File: src/rtl/ptw_pkg.sv
// ---------------------------------------------------------------------------
// ptw_pkg
// Shared definitions for the Sv32 page-table walker:
//   - walker state encoding
//   - PTE bit positions (V/R/W/X/U/G/A/D) and the PPN fields
//   - access-type codes carried on walk_acc
//   - helper that forms a PTE physical address from a table PPN and a
//     10-bit VPN index
// ---------------------------------------------------------------------------
package ptw_pkg;

    // Walker states. IDLE is the all-zero code so that reset lands there.
    typedef enum logic [1:0] {
        ST_IDLE = 2'd0,
        ST_L1   = 2'd1,
        ST_L0   = 2'd2,
        ST_RESP = 2'd3
    } ptw_state_e;

    // PTE flag bit positions
    localparam int PTE_V = 0;
    localparam int PTE_R = 1;
    localparam int PTE_W = 2;
    localparam int PTE_X = 3;
    localparam int PTE_U = 4;
    localparam int PTE_G = 5;
    localparam int PTE_A = 6;
    localparam int PTE_D = 7;

    // PPN field: PTE[31:10]; PPN[0] sub-field: PTE[19:10]
    localparam int PTE_PPN_LSB  = 10;
    localparam int PTE_PPN_MSB  = 31;
    localparam int PTE_PPN0_MSB = 19;

    // walk_acc codes
    localparam logic [1:0] ACC_LOAD  = 2'b00;
    localparam logic [1:0] ACC_STORE = 2'b01;
    localparam logic [1:0] ACC_FETCH = 2'b10;

    // Physical address of a PTE: {table PPN, index, 2'b00}
    function automatic logic [33:0] pte_addr(input logic [21:0] ppn,
                                             input logic [9:0]  idx);
        return {ppn, idx, 2'b00};
    endfunction

endpackage

File: src/rtl/ptw_pte_check.sv
// ---------------------------------------------------------------------------
// ptw_pte_check
// Purely combinational classification of one PTE fetched by the walker.
//
// Ports
//   pte    in  32  PTE as returned by memory
//   level  in  1   1 = level-1 (root) table, 0 = level-0 table
//   acc    in  2   access type (load / store / fetch)
//   leaf   out 1   PTE is a leaf (R or X set)
//   pf     out 1   PTE raises a page fault at this level
//   spage  out 1   PTE is a leaf at level 1, i.e. a 4 MiB superpage
//
// Fault rules
//   - V=0, or W=1 with R=0                 -> page fault
//   - non-leaf at level 0                  -> page fault
//   - leaf at level 1 with PPN[0] != 0     -> page fault (misaligned)
//   - leaf with A=0, or store with D=0     -> page fault
//   A non-leaf at level 1 is not a fault; the walker descends.
// ---------------------------------------------------------------------------
module ptw_pte_check
    import ptw_pkg::*;
(
    input  logic [31:0] pte,
    input  logic        level,
    input  logic [1:0]  acc,
    output logic        leaf,
    output logic        pf,
    output logic        spage
);

    logic invalid;
    logic misaligned;
    logic ad_fault;

    // Bits this block does not need to classify the PTE.
    logic unused_pte_bits;
    assign unused_pte_bits = ^{pte[PTE_PPN_MSB:PTE_PPN0_MSB+1], pte[9:8],
                               pte[PTE_G], pte[PTE_U]};

    assign invalid    = !pte[PTE_V] || (!pte[PTE_R] && pte[PTE_W]);
    assign leaf       = pte[PTE_R] || pte[PTE_X];
    assign misaligned = level && (pte[PTE_PPN0_MSB:PTE_PPN_LSB] != 10'd0);
    // The walker never sets A or D itself; a clear bit is reported as a fault
    // so software can update the PTE and retry.
    assign ad_fault   = !pte[PTE_A] || ((acc == ACC_STORE) && !pte[PTE_D]);

    always_comb begin
        pf = 1'b0;
        if (invalid) begin
            pf = 1'b1;
        end else if (!leaf) begin
            pf = !level;
        end else begin
            pf = misaligned || ad_fault;
        end
    end

    assign spage = level && leaf;

endmodule

File: src/rtl/ptw.sv
// ---------------------------------------------------------------------------
// ptw
// Sv32 hardware page-table walker servicing TLB misses. Accepts a miss
// (VPN + access type), reads the level-1 PTE and, when that is a pointer,
// the level-0 PTE through a single-outstanding read port, checks the leaf,
// fills the TLB and reports the result to the requester.
//
// Ports
//   clk, rst                 clock, synchronous active-high reset
//   walk_req/vpn/acc         miss request, accepted while walk_busy=0
//   walk_busy                high in every state except IDLE
//   satp_ppn                 root table PPN, sampled at acceptance
//   mem_req/mem_addr         PTE read request, held until mem_ack
//   mem_ack/rdata/err        read completion
//   tlb_cs/we/vpn/spage/pte  TLB fill port (pte written unmodified)
//   tlb_flush_req            TLB flush; kills the in-flight fill
//   walk_done/pf/af/pte      one-cycle completion and result
// ---------------------------------------------------------------------------
module ptw
    import ptw_pkg::*;
#(
    parameter int PPN_WIDTH   = 22,
    parameter int PADDR_WIDTH = 34
) (
    input  logic                   clk,
    input  logic                   rst,
    input  logic                   walk_req,
    input  logic [19:0]            walk_vpn,
    input  logic [1:0]             walk_acc,
    output logic                   walk_busy,
    input  logic [PPN_WIDTH-1:0]   satp_ppn,
    output logic                   mem_req,
    output logic [PADDR_WIDTH-1:0] mem_addr,
    input  logic                   mem_ack,
    input  logic [31:0]            mem_rdata,
    input  logic                   mem_err,
    output logic                   tlb_cs,
    output logic                   tlb_we,
    output logic [19:0]            tlb_vpn,
    output logic                   tlb_spage,
    output logic [31:0]            tlb_pte,
    input  logic                   tlb_flush_req,
    output logic                   walk_done,
    output logic                   walk_pf,
    output logic                   walk_af,
    output logic [31:0]            walk_pte
);

    ptw_state_e state_reg;
    ptw_state_e state_next;

    logic [19:0]            vpn_reg;
    logic [1:0]             acc_reg;
    logic [PADDR_WIDTH-1:0] addr_reg;
    logic [31:0]            pte_reg;
    logic                   pf_reg;
    logic                   af_reg;
    logic                   spage_reg;
    logic                   flush_reg;   // a flush was seen during this walk

    logic chk_leaf;
    logic chk_pf;
    logic chk_spage;
    logic fetch_phase;
    logic fill;

    assign fetch_phase = (state_reg == ST_L1) || (state_reg == ST_L0);

    ptw_pte_check u_pte_check (
        .pte   (mem_rdata),
        .level (state_reg == ST_L1),
        .acc   (acc_reg),
        .leaf  (chk_leaf),
        .pf    (chk_pf),
        .spage (chk_spage)
    );

    // -----------------------------------------------------------------------
    // Next-state logic
    // -----------------------------------------------------------------------
    always_comb begin
        state_next = state_reg;
        case (state_reg)
            ST_IDLE: begin
                if (walk_req) begin
                    state_next = ST_L1;
                end
            end
            ST_L1: begin
                if (mem_ack) begin
                    // A clean non-leaf at level 1 is the only way to L0.
                    if (!mem_err && !chk_pf && !chk_leaf) begin
                        state_next = ST_L0;
                    end else begin
                        state_next = ST_RESP;
                    end
                end
            end
            ST_L0: begin
                if (mem_ack) begin
                    state_next = ST_RESP;
                end
            end
            ST_RESP: begin
                state_next = ST_IDLE;
            end
            default: begin
                state_next = ST_IDLE;
            end
        endcase
    end

    // -----------------------------------------------------------------------
    // State register and walk datapath
    // -----------------------------------------------------------------------
    always_ff @(posedge clk) begin
        if (rst) begin
            state_reg <= ST_IDLE;
            vpn_reg   <= '0;
            acc_reg   <= ACC_LOAD;
            addr_reg  <= '0;
            pte_reg   <= '0;
            pf_reg    <= 1'b0;
            af_reg    <= 1'b0;
            spage_reg <= 1'b0;
            flush_reg <= 1'b0;
        end else begin
            state_reg <= state_next;

            if (state_reg == ST_IDLE) begin
                if (walk_req) begin
                    vpn_reg   <= walk_vpn;
                    acc_reg   <= walk_acc;
                    // satp_ppn is only needed to form the level-1 address,
                    // so it is captured there rather than in its own register.
                    addr_reg  <= PADDR_WIDTH'({satp_ppn, walk_vpn[19:10], 2'b00});
                    pf_reg    <= 1'b0;
                    af_reg    <= 1'b0;
                    spage_reg <= 1'b0;
                    flush_reg <= tlb_flush_req;
                end
            end else begin
                // Sticky until the next acceptance.
                flush_reg <= flush_reg | tlb_flush_req;
            end

            if (fetch_phase && mem_ack) begin
                pte_reg <= mem_rdata;
                if (mem_err) begin
                    af_reg <= 1'b1;
                end else if (chk_pf) begin
                    pf_reg <= 1'b1;
                end else if (!chk_leaf) begin
                    // Pointer to the level-0 table: retarget the request now
                    // so the L0 read starts the very next cycle.
                    addr_reg <= PADDR_WIDTH'({PPN_WIDTH'(mem_rdata[PTE_PPN_MSB:PTE_PPN_LSB]),
                                              vpn_reg[9:0], 2'b00});
                end else begin
                    spage_reg <= chk_spage;
                end
            end
        end
    end

    // -----------------------------------------------------------------------
    // Outputs: state-decoded strobes, registered data
    // -----------------------------------------------------------------------
    // The fill is also suppressed by a flush arriving in the RESP cycle itself,
    // hence the direct use of tlb_flush_req here.
    assign fill      = (state_reg == ST_RESP) && !pf_reg && !af_reg &&
                       !flush_reg && !tlb_flush_req;

    assign walk_busy = (state_reg != ST_IDLE);
    assign mem_req   = fetch_phase;
    assign mem_addr  = addr_reg;

    assign tlb_cs    = fill;
    assign tlb_we    = fill;
    assign tlb_vpn   = vpn_reg;
    assign tlb_spage = spage_reg;
    assign tlb_pte   = pte_reg;

    assign walk_done = (state_reg == ST_RESP);
    assign walk_pf   = (state_reg == ST_RESP) && pf_reg;
    assign walk_af   = (state_reg == ST_RESP) && af_reg;
    assign walk_pte  = pte_reg;

endmodule

File: config.mk
export PLATFORM = sky130hd
export DESIGN_NAME = ptw
export DESIGN_NICKNAME = d
export VERILOG_FILES = /design/src/rtl/ptw_pkg.sv /design/src/rtl/ptw_pte_check.sv /design/src/rtl/ptw.sv
export SDC_FILE = /design/constraint.sdc
export NUM_CORES = 1
export LEC_CHECK = 0
export ABC_AREA = 1
export CAP_MARGIN = 15
export CORE_MARGIN = 5
export CORE_UTILIZATION = 41
export CTS_CLUSTER_SIZE = 24
export DETAILED_ROUTE_END_ITERATION = 10
export GPL_TIMING_DRIVEN = 0
export MAX_ROUTING_LAYER = met4
export PLACE_DENSITY_LB_ADDON = 0.25
export SYNTH_ARGS = -nofsm -noshare
export SYNTH_HDL_FRONTEND = slang
export SYNTH_SLANG_ARGS = --single-unit
File: constraint.sdc
create_clock -name clk -period 2.21 [get_ports clk]
set_clock_uncertainty 0.15 [all_clocks]
set_input_delay 0.442 -clock clk [delete_from_list [all_inputs] [get_ports clk]]
set_output_delay 0.442 -clock clk [all_outputs]
set_load 0.05 [all_outputs]
# Word level (Yosys, flattened, before mapping)
# Cells that the tools add are included.
# totals
ff_bits,94
latch_bits,0
ramBits,0
romBits,0
input_bits,82
out_inout_bits,126
wordCells,82
memories,0
# classes
n_addsub,0
multipliers,0
div,0
order_cmp,0
eq_ne,7
shifts,0
mux,30
bitwise_logic,1
reduce_logical,35
# ops
op,n
$mux 34,6
$mux 1,20
$logic_and 1x1->1,13
$logic_not 1->1,12
$reduce_bool 10->1,1
$pmux 2 s4,1
$mux 2,3
$ne 2x2->1 const B,3
$logic_or 1x1->1,5
$eq 2x1->1 const B,2
$eq 2x2->1 const B,2
$reduce_and 3->1,1
$logic_not 2->1,1
$reduce_and 2->1,1
$reduce_bool 2->1,1
$or 1x1->1,1

# Longest topological paths before layout
# logic_depth
word_depth,12
ltp_mapped,11
ltp_nobuf,11

# By module
# From an unflattened synthesis, not the netlist that was laid out.
# unflattened
hier_cells,561
area_unflattened_um2,4174.0
# by_module_without_submodules
module,instances,cells_each,area_each_um2,seq_area_each_um2
ptw,1,538,4071.4,1881.8
ptw_pte_check,1,23,102.6,0.0

# Least setup slack after synthesis
# OpenSTA, ideal clock, no wires.
# synth_timing
kind,register to output
start,reg state_reg[0]
end,out tlb_we
arrival_ns,2.932
required_time_ns,1.618
path_slack_ns,-1.314
stages_incl_launch_ff,5
path_buffers,1
cell_sequence,dfxtp_1 > ha_1 > nand2_1 > nor4_1 > buf_4
# synth_via
elab_chain_len,5
# synth_rtl
element,line_no,rtl
from (decl),ptw.sv:49,ptw_state_e state_reg;
from (signal assigned),ptw.sv:128,state_reg <= state_next;
$eq 2x2->1,n/a,
net walk_done,ptw.sv:43,"output logic walk_done,"
$logic_and 1x1->1 (3 in series),ptw.sv:170,assign fill = (state_reg == ST_RESP) && !pf_reg && !af_reg &&
$logic_and 1x1->1,ptw.sv:171,!flush_reg && !tlb_flush_req;
to (decl),ptw.sv:38,"output logic tlb_we,"
# The timed path passes the listed nets, and every way through them passes these cells.

# Worst setup path in the final report
# layout_timing
start,"reg pte_reg[15], in the netlist tlb_pte[15]"
end,out tlb_pte[15]
# layout_lines
element,line_no,rtl
from (decl),ptw.sv:55,logic [31:0] pte_reg;
from (signal assigned),ptw.sv:148,pte_reg <= mem_rdata;
to (decl),ptw.sv:41,"output logic [31:0] tlb_pte,"
# No word-level cell between the ends.

==> impl_metrics.ini <==
[detailed_routing]
drt-total-wl_um = 14200
firstDrtPassIters = 4
ant_nets = 0
wl_per_cell_um = 14.2
drt_iter0_drc = 295
vias = 4573
drc = 0
vias_per_cell = 4.58

[floorplan]
core_um2 = 10200
die_h_um = 112
pin_count = 208
start_util_pct = 41.6
core.rowCount = 37
dieArea_um2 = 12500
die_w_um = 112

[setup_path]
crit_buf_inv = 1
crit_type = flip-flop to output port
crit_cells = 1
cp_max_fo = 3
path_cells = clkdlybuf4s50_1
cpPeakStageDelay_ps = 820
regToRegStartpoint = state_reg[0]$_SDFFE_PP0P_
critPathRequiredTime_ps = 1620
crit_path_top_delay_cell = clkdlybuf4s50_1
crit_start = tlb_pte[15]$_SDFFE_PP0P_
arrival_ps = 1560
critical-path-top-delay-family = buffers and inverters
r2r_slack_ps = 170
end_kind = output port
start_kind = flip-flop
r2r_end = mem_addr[8]$_SDFF_PP0_
worstRegToRegCells = 9
cp-endpoint = tlb_pte[15]

[power_and_ir_drop]
intPower_uw = 4340
swShare_pct = 51.7
powerDensity_nw_per_um2 = 1320
p_sw_uw = 4630
power.share.clock_pct = 11.7
power_leakage_uw = 0.00335
seq_power_share_pct = 27.5
comb_power_share_pct = 60.8
ir_worst_vdd_mv = 0.759

[clocking]
cts-root-buf = clkbuf_8
cts_buffers = 9
cts_tree = yes
clk_latency_ps = 350
clk_path_buf_depth = 2
htreeDepth = 3
clk_pin_slew_ps = 90
cts_sinks = 94

[logic_synthesis]
synth_top_area_share_pct = 44.2
synth_seq_cells = 94
synthTopCellsByArea = dfxtp_1 (44%), nand2_1 (17%), nor2_1 (13%)
yosysWarningCount = 0
yosysTopAreaCell = dfxtp_1
syn_inst = 636
netlist_area_um2 = 4260
yosysSeqAreaShare_pct = 44.2
syn_nets = 722
synth.avg_cell_area_um2 = 6.70
yosysUniqueCellTypes = 26

[layout]
areaGrowthSynthToFinish_pct = 59.1
layout_commonest_cell = nand2_1
drive_gt1_share_pct = 10.2
largest_reg_flops = 34
fill_cells = 946
diodes = 0
final_cell_mix = nand2_1 (190), clkdlybuf4s50_1 (166), nor2_1 (148)
finalNetCount = 944
final_area_um2 = 6780

[run]
drv_cap = 0

[place]
dp_slack_ps = -466
gp_congestion = 0.868
place_area_um2 = 6540
dpl.hpwl_um = 10900
portBuffers = 207

[timing]
period_needed_ps = 2160
max_slew.worst_pin.slew_ps = 539
timing.final.crit_share_pct = 97.6
setup_slack_ps = 53.6
setup_violations = 0
fmax_mhz = 464
rsz0062_at_grt = false
finalHoldViolations = 0
slew_violations = 0
slew_headroom_pct = 64.0

[global_route]
track_usage_pct = 22.3
grt_max_degree = 16
overflow = 0
antenna_found_initial = 0
grt_pass1_wl_um = 22000
grt_pass1_vias = 4478

[status]
outcome = finished, final reports clean

[worst_hold_path]
hold_class = flip-flop to flip-flop
==> per-layer routing <==
layer | track usage (%) | wire [um] | vias to the layer above
li1 | - | - | 2344
met1 | 26.5 | 5960 | 2043
met2 | 37.3 | 6950 | 170
met3 | 5.43 | 1030 | 16
met4 | 6.73 | 230 | 0
met5 | - | 0 | -
==> logic make-up (layout without fill, tap and decap cells) <==
family / count (synthesis) / count (layout) / synth area share (%)
AND/OR/NAND/NOR: 351 / 351 / 31.9
buffers and inverters: 117 / 344 / 14.2
adder cells (fa/ha/maj): 4 / 4 / 1.18
flip-flops: 94 / 94 / 44.2
AO/OA/AOI/OAI: 70 / 70 / 8.61
==> worst min-delay path by stage <==
stage	start	to	slack, ps	depth (start not counted)
CTS	mem_addr[0]$_SDFF_PP0_	mem_addr[0]$_SDFF_PP0_	320	2
global route	mem_addr[0]$_SDFF_PP0_	mem_addr[0]$_SDFF_PP0_	340	2
global placement	mem_addr[1]$_SDFF_PP0_	mem_addr[1]$_SDFF_PP0_	290	2
finish	mem_addr[0]$_SDFF_PP0_	mem_addr[0]$_SDFF_PP0_	310	2
floorplan	acc_reg[1]$_SDFFE_PP0P_	acc_reg[1]$_SDFFE_PP0P_	300	2
detailed placement	mem_addr[0]$_SDFF_PP0_	mem_addr[0]$_SDFF_PP0_	310	2
==> cell usage after synthesis, drive strengths merged <==
cell type,n
a21oi,17
a22o,1
a32o,1
buf,54
clkbuf,10
dfxtp,94
ha,4
inv,53
nand2,191
nand3,5
nand3b,1
nand4,2
nor2,149
nor3,2
nor4,1
o21ai,49
o21bai,1
o22ai,1
==> per-stage QoR <==
step                cells  power (uW)  utilization, %  setup TNS, ps  hold slack [ps]
detailed placement    979        8130            63.9         -10070              306
CTS                   995        9020            65.2              0              319
global route          999        9500            66.2              0              339
floorplan             636        6290               -              0              296
global placement      979        8030            63.9          -7220              293
finish                999        8970            66.2              0              311
==> power groups by stage <==
| stage | combinational, uW | sequential, uW | clock, uW |
|---|---|---|---|
| after floorplan | 2470 | 3820 | 0 |
| after global placement | 5550 | 2480 | 0 |
| after detailed placement | 5630 | 2500 | 0 |
| after CTS | 5490 | 2460 | 1070 |
| after global routing | 5840 | 2530 | 1130 |
| final | 5460 | 2460 | 1050 |
==> repair_timing <==
action                                  CTS  global route
setup buffers                             0             2
resized for setup                        51            24
hold buffers                              0             0
endpoints found under the setup margin   39            64
pin swaps                                 0             1
cloned                                    0             2
==> worst min-delay path, cell delays in order, from the launching register on <==
cell	delay [ps]
dfxtp_1	320
nand3_1	70
inv_1	30
==> cell type report <==
type | count | area (um^2) | area share [%]
clock buffers | 10 | 138 | 2.03
repair buffers | 211 | 2100 | 31.0
clock inverters | 6 | 37.5 | 0.554
multi-input cells | 425 | 1800 | 26.6
well taps | 136 | 170 | 2.51
inverters | 53 | 201 | 2.97
plain buffers | 64 | 442 | 6.52
flip-flops and latches | 94 | 1880 | 27.8
Power figures use the tool's default switching activity.
